`src/rtl/mapper_ctx_seq.sv`:
```
// Hypervisor mapper context sequencer.
//
// On trap entry, copies the four user-map register bytes (A/X/Y/Z) out of the mapper
// into a shadow buffer and switches the mapper to the hypervisor map set. While the
// hypervisor runs, the shadow bytes are reachable through a small I/O port. On exit,
// only the bytes the hypervisor modified are written back, then the user map returns.
//
// Ports:
//   clk, reset_n          clock, asynchronous active-low reset
//   hyp_enter, hyp_exit   single-cycle trap entry / exit requests
//   map_idle, map_start   mapper MAP FSM status, used to find a safe point to stall
//   rd_sel / rd_data      combinational read of a mapper user register byte
//   wr_en/wr_sel/wr_data  mapper user register load path
//   io_we/io_addr/io_wdata/io_rdata  hypervisor shadow access (0=A 1=X 2=Y 3=Z)
//   stall                 forces CPU ready low during save/restore
//   active_map            0 = user map set, 1 = hypervisor map set
//   in_hyp                hypervisor context active
module mapper_ctx_seq (
  input  logic       clk,
  input  logic       reset_n,
  input  logic       hyp_enter,
  input  logic       hyp_exit,
  input  logic       map_idle,
  input  logic       map_start,
  input  logic [7:0] rd_data,
  input  logic       io_we,
  input  logic [1:0] io_addr,
  input  logic [7:0] io_wdata,
  output logic       stall,
  output logic       active_map,
  output logic       in_hyp,
  output logic [1:0] rd_sel,
  output logic       wr_en,
  output logic [1:0] wr_sel,
  output logic [7:0] wr_data,
  output logic [7:0] io_rdata
);

  typedef enum logic [2:0] {
    StUser,
    StSavePend,
    StSave,
    StHyp,
    StRestorePend,
    StRestore
  } state_e;

  state_e     state_q, state_d;
  logic [1:0] idx_q, idx_d;
  logic [7:0] shadow_q [4];
  logic [7:0] shadow_d [4];
  logic [3:0] dirty_q, dirty_d;
  logic       safe;

  // The mapper loads its registers while the CPU is not ready, so raising stall in
  // the middle of a MAP (or on the cycle one is accepted) would deadlock it.
  assign safe = map_idle & ~map_start;

  assign io_rdata = shadow_q[io_addr];

  always_comb begin
    state_d    = state_q;
    idx_d      = idx_q;
    shadow_d   = shadow_q;
    dirty_d    = dirty_q;
    stall      = 1'b0;
    active_map = 1'b0;
    in_hyp     = 1'b0;
    rd_sel     = 2'd0;
    wr_en      = 1'b0;
    wr_sel     = 2'd0;
    wr_data    = 8'd0;

    case (state_q)
      StUser: begin
        // hyp_exit is meaningless here; enter wins when both arrive together.
        if (hyp_enter) begin
          state_d = safe ? StSave : StSavePend;
        end
      end

      StSavePend: begin
        if (safe) begin
          state_d = StSave;
        end
      end

      StSave: begin
        stall                = 1'b1;
        rd_sel               = idx_q;
        shadow_d[idx_q]      = rd_data;
        dirty_d[idx_q]       = 1'b0;
        idx_d                = idx_q + 2'd1;
        if (idx_q == 2'd3) begin
          state_d = StHyp;
        end
      end

      StHyp: begin
        active_map = 1'b1;
        in_hyp     = 1'b1;
        // A write in the exit cycle still lands and is marked for restore.
        if (io_we) begin
          shadow_d[io_addr] = io_wdata;
          dirty_d[io_addr]  = 1'b1;
        end
        if (hyp_exit) begin
          state_d = safe ? StRestore : StRestorePend;
        end
      end

      StRestorePend: begin
        active_map = 1'b1;
        if (safe) begin
          state_d = StRestore;
        end
      end

      StRestore: begin
        stall          = 1'b1;
        active_map     = 1'b1;
        wr_sel         = idx_q;
        wr_data        = shadow_q[idx_q];
        wr_en          = dirty_q[idx_q];
        dirty_d[idx_q] = 1'b0;
        idx_d          = idx_q + 2'd1;
        if (idx_q == 2'd3) begin
          state_d = StUser;
        end
      end

      default: begin
        state_d = StUser;
        idx_d   = 2'd0;
      end
    endcase
  end

  always_ff @(posedge clk or negedge reset_n) begin
    if (!reset_n) begin
      state_q  <= StUser;
      idx_q    <= 2'd0;
      shadow_q <= '{default: 8'd0};
      dirty_q  <= 4'd0;
    end else begin
      state_q  <= state_d;
      idx_q    <= idx_d;
      shadow_q <= shadow_d;
      dirty_q  <= dirty_d;
    end
  end

endmodule

```
`config.mk`:
```
export PLATFORM = sky130hd
export DESIGN_NAME = mapper_ctx_seq
export DESIGN_NICKNAME = d
export VERILOG_FILES = /design/src/rtl/mapper_ctx_seq.sv
export SDC_FILE = /design/constraint.sdc
export NUM_CORES = 1
export LEC_CHECK = 0
export CORE_MARGIN = 2
export CORE_UTILIZATION = 60
export CTS_CLUSTER_SIZE = 12
export DETAILED_ROUTE_END_ITERATION = 10
export DONT_BUFFER_PORTS = 1
export HOLD_SLACK_MARGIN = 0.15
export PLACE_DENSITY_LB_ADDON = 0.08
export SLEW_MARGIN = 20
export SYNTH_ARGS = -nofsm -noshare
export SYNTH_HDL_FRONTEND = slang
export SYNTH_SLANG_ARGS = --single-unit
```
`constraint.sdc`:
```
create_clock -name clk -period 3.2 [get_ports clk]
set_clock_uncertainty 0.05 [all_clocks]
set_input_delay 0.64 -clock clk [delete_from_list [all_inputs] [get_ports clk]]
set_output_delay 0.64 -clock clk [all_outputs]
set_load 0.05 [all_outputs]
```
# Word-level counts from Yosys, hierarchy flattened
# Index checks and enable logic that the tools add are counted.
[word_totals]
register_bits = 41
wordCells = 88
inputBits = 25
[classes]
mux = 39
addsub = 1
bitwise = 7
eq_ne = 13
n_reduce_logical = 13
magnitude_cmp = 8
[ops]
columns = ["op", "count"]
rows = [
  ["$bwmux 32", 2],
  ["$pmux 32 s2", 1],
  ["$mux 8", 7],
  ["$bmux 8 s2", 2],
  ["$demux 8 s2", 2],
  ["$mux 32", 1],
  ["$mux 3", 6],
  ["$pmux 3 s6", 1],
  ["$ne 2x2->1 const B", 7],
  ["$mux 1", 8],
  ["$pmux 4 s2", 1],
  ["$eq 3x2->1 const B", 2],
  ["$eq 3x3->1 const B", 2],
  ["$ge 3x3->1 const B", 2],
  ["$lt 2x3->1 const B", 2],
  ["$lt 3x1->1 const B", 2],
  ["$mux 2", 3],
  ["$not 2->3", 2],
  ["$reduce_and 6->1", 1],
  ["$and 4x4->4", 1],
  ["$demux 1 s2", 2],
  ["$ge 2x1->1 const B", 2],
  ["$logic_and 1x1->1", 4],
  ["$mux 4", 1],
  ["15 further kinds", 17],
]

# Depth between registers and ports, before layout
[logic_depth]
word_depth = 8
depth_mapped = 7
mapped_depth_nobuf = 5

# Worst setup path before layout
# Ideal clock, no wire load.
[synth_path]
kind = "input to output"
startpoint = "input port io_addr[0]"
endpoint = "output port io_rdata[1]"
n_path_buf = 2
arrival_time_ns = 1.755
slack_ns = 0.755
cell_stages = 3
cell_sequence = "buf_2 > buf_2 > mux4_2"
[synth_between]
elab_chain_cells = 4
[synth_lines]
columns = ["item", "line_no", "rtl"]
rows = [
  ["start, declared", "27", "input logic [1:0] io_addr,"],
  ["$not 2->3 (not written as such)", "59", "assign io_rdata = shadow_q[io_addr];"],
  ["$bmux 8 s2", "59", ""],
  ["$mux 8 (not written as such) (2 in series)", "59", ""],
  ["end, declared", "36", "output logic [7:0] io_rdata"],
]
# No other way between the ends. The select of a mux whose other input is x is not followed.

# Worst setup path after layout
[layout_path]
startpoint = "register state_q[1]"
endpoint = "output port wr_data[6]"
[layout_between]
elab_chain_cells = 2
[layout_lines]
columns = ["item", "line_no", "rtl"]
rows = [
  ["start, declared", "48", "state_e state_q, state_d;"],
  ["start signal, assigned", "141", "state_q <= StUser;"],
  ["start signal, assigned", "146", "state_q <= state_d;"],
  ["$eq 3x3->1", "74", "case (state_q)"],
  ["$mux 8", "74", ""],
  ["end, declared", "35", "output logic [7:0] wr_data,"],
]
# No other way between the ends.

==> metrics.md <==
| Metric | Value |
|---|---|
| Overall die height | `69.46 um` |
| Critical Path Start Type | `register` |
| Post-DP HPWL | `4392 um` |
| Synth area leaders | `dfrtp_1 (40%), mux4_2 (15%), o2bb2ai_1 (10%)` |
| Power density cells | `1077 nW/um^2` |
| Area of the core | `4058 sq um` |
| Post-CTS resize count | `0` |
| Worst-case hold path end point | `dirty_q[1]` |
| Req. time, crit path | `2.51 ns` |
| Post-Place Setup Slack | `0.8322 ns` |
| WS Path Type | `register to output pin` |
| Post-synth top area share | `39.90%` |
| First-pass GRT wire length | `11010 um` |
| R2R Setup Slk | `0.79 ns` |
| Max cap viols | `0` |
| Slowest stage cell, crit path | `nand3b_1` |
| Primary FF master, synth | `dfrtp_1` |
| CTS root buf | `clkbuf_8` |
| Ports | `49` |
| Htree depth | `2` |
| Vias per inst | `7.463` |
| Fin crit share | `84.74%` |
| Placed cell area | `2676 sq um` |
| Status | `complete, no violations` |
| Sum Neg Setup Slack | `0 ns` |
| Arrival time at the worst endpoint | `2.02 ns` |
| Worst Max-Slew Pin Slew | `0.7592 ns` |
| Count leader, synth | `dfrtp_1` |
| Final Non-Filler Cells | `281` |
| Initial antenna violation count | `0` |
| # DRC | `0` |
| Total GRT Usage | `29.48%` |
| Relative slew slack | `49.16%` |
| Design Area, Final | `2828 sq um` |
| Reg-to-reg startpoint | `idx_q[1]` |
| Top cells by count, synth | `dfrtp_1 (41), a22oi_1 (32), o2bb2ai_1 (30)` |
| Reg-to-reg endpoint | `shadow_q[22]` |
| Area grow syn2layout | `9.976%` |
| CTS Buffer Depth | `2` |
| Post-DRT Antenna Nets | `0` |
| Reg2reg path depth | `5` |
| Min Tclk post-route | `2.712 ns` |
| GRT met1 Usage | `41.00%` |
| Port bufs | `0` |
| Worst Hold Class | `input pin to register` |
| Grt met2 use | `45.41%` |
| Seq cells post-synth | `41` |
| Worst hold start | `io_addr[0]` |
| Ys async rst share | `100.0%` |
| RePlAce Congestion | `0.8929` |
| CTS sink cnt | `41` |
| CTS tree | `done` |
| Final worst setup slack | `0.4883 ns` |
| Clock Latency Late Sink | `0.29 ns` |
| Die area | `4825 sq um` |
| Most used routing layer in global routing | `met2` |
| Max-slew violations | `0` |
| Pin count of the biggest net entering global routing | `42` |
| Overall power | `0.003045 W` |
| Mapped Cells | `221` |
| CTS buffer count | `5` |
| Average size of a mapped cell | `11.63 sq um` |
| Rows | `23` |
| Crit-path max FO | `14` |
| CP max stage delay | `0.65 ns` |
| Lkg Pwr | `1.131 nW` |
| YS warnings | `0` |
| Post-synth EDFFs | `0` |
| Fmax | `0.3688 GHz` |
| Initial Utilization | `63.37%` |
| Number of global-route vias before repair | `2121` |
| Layout cells sized above 1 | `25.54%` |
| Fin. Hold Viols | `0` |
| Netlist cell types | `43` |
| WL final | `6862 um` |
| NumNets Final | `259` |
| Worst VDD drop | `0.5386 mV` |
| RSZ-0062 raised after global routing | `false` |
| DP Cell Count | `271` |
| Final setup fails | `0` |
| Setup crit end kind | `output pin` |
| Hold path depth | `1` |
| Net Count, Synth | `250` |
| Post-CTS Setup Bufs | `0` |
| Seq/Total Area, Yosys | `39.90%` |
| Die width | `69.46 um` |
| FILL cells | `300` |
| Total congestion overflow | `0` |
| Synthesized cell area | `2571 sq um` |
| Antenna fix cells | `0` |
| Crit-path cells | `nand3b_1 -> nor2b_1 -> buf_4` |
| Dominant cell type by area after synthesis | `dfrtp_1` |
| Worst-path clk slew | `0.08 ns` |
| First DRT Iteration DRCs | `175` |
| Wire per inst | `24.42 um` |
| Routed via count | `2097` |
| Met3 Use GR | `6.831%` |
| Pre-antenna DRT Iters | `5` |
==> repair_timing <==
item | 4_1_cts | 5_1_grt
endpoints found under the setup margin | 0 | 0
endpoints found under the hold margin | 41 | 0
hold buffers | 2 | 0
==> where the power goes <==
group	internal, W	switching (W)
logic	0.000664	0.000929
clock network	0.000255	0.000181
registers	0.000763	0.000254
==> critical path: cells and delay by family (launching register included) <==
| kind | cells | cell delay (ns) |
|---|---|---|
| DFF | 1 | 0.53 |
| buffers and inverters | 1 | 0.23 |
| and+or+nand+nor | 2 | 0.97 |
==> registers in the layout, indices dropped and copies added (netlist names) <==
signal and flops:
idx_q 2, shadow_q 32, dirty_q 4, state_q 3
==> cell usage in the layout, fill, tap and decap left out, drive strengths merged, types with 2 or more instances in the layout <==
master / instances
clkbuf: 7
nand3: 2
a22o: 2
nor2b: 9
o2bb2ai: 30
nor2: 8
or4: 2
mux4: 17
a21oi: 3
o21a: 2
inv: 8
and2: 4
nor3: 3
a22oi: 32
nor3b: 2
a31oi: 3
and3: 2
o21ai: 8
o31ai: 2
a21o: 3
ha: 4
nand2: 7
buf: 19
nand2b: 2
nand3b: 2
dfrtp: 41
==> metrics by stage <==
stage	utilization (%)	hold WS (ns)
3_5_place_dp	65.96	0.2952
2_1_floorplan	-	0.2944
6_report	69.69	0.4350
4_1_cts	69.57	0.4324
3_3_place_gp	65.96	0.2952
5_1_grt	69.69	0.4428
==> cells by family after synthesis <==
kind of cell	after synthesis	share of synthesized area [%]
buffers and inverters	26	4.769
muxes	17	14.89
AOI/OAI and AO/OA	88	27.20
DFF	41	39.90
and+or+nand+nor	45	11.29
adders and majority gates	4	1.947
==> cell type report <==
type / instances / area, sq um / area share, %
clock inverter: 1 / 30.03 / 1.062
inverter: 8 / 30.03 / 1.062
sequential: 41 / 1026 / 36.28
clock buffer: 7 / 86.33 / 3.053
timing repair buffer: 20 / 165.2 / 5.841
tap: 50 / 62.56 / 2.212
multi-input combinational: 154 / 1428 / 50.49
==> layer usage <==
| layer | wire (um) | up-vias | part of all wire, % |
|---|---|---|---|
| li1 | - | 892 | - |
| met1 | 2763 | 1038 | 40 |
| met2 | 3306 | 151 | 48 |
| met3 | 666 | 16 | 9.7 |
| met4 | 125 | 0 | 1.8 |
| met5 | 0 | - | 0 |
==> how the worst max path moves through the flow <==
stage	startpoint	cells past startpoint	to
floorplan	io_addr[0]	3	io_rdata[1]
global placement	idx_q[0]	4	wr_data[0]
detailed placement	state_q[1]	2	stall
CTS	idx_q[0]	4	wr_data[6]
global route	state_q[1]	3	wr_data[6]
finish	state_q[1]	3	wr_data[6]
No activity file was read; power rests on OpenSTA's default activity.
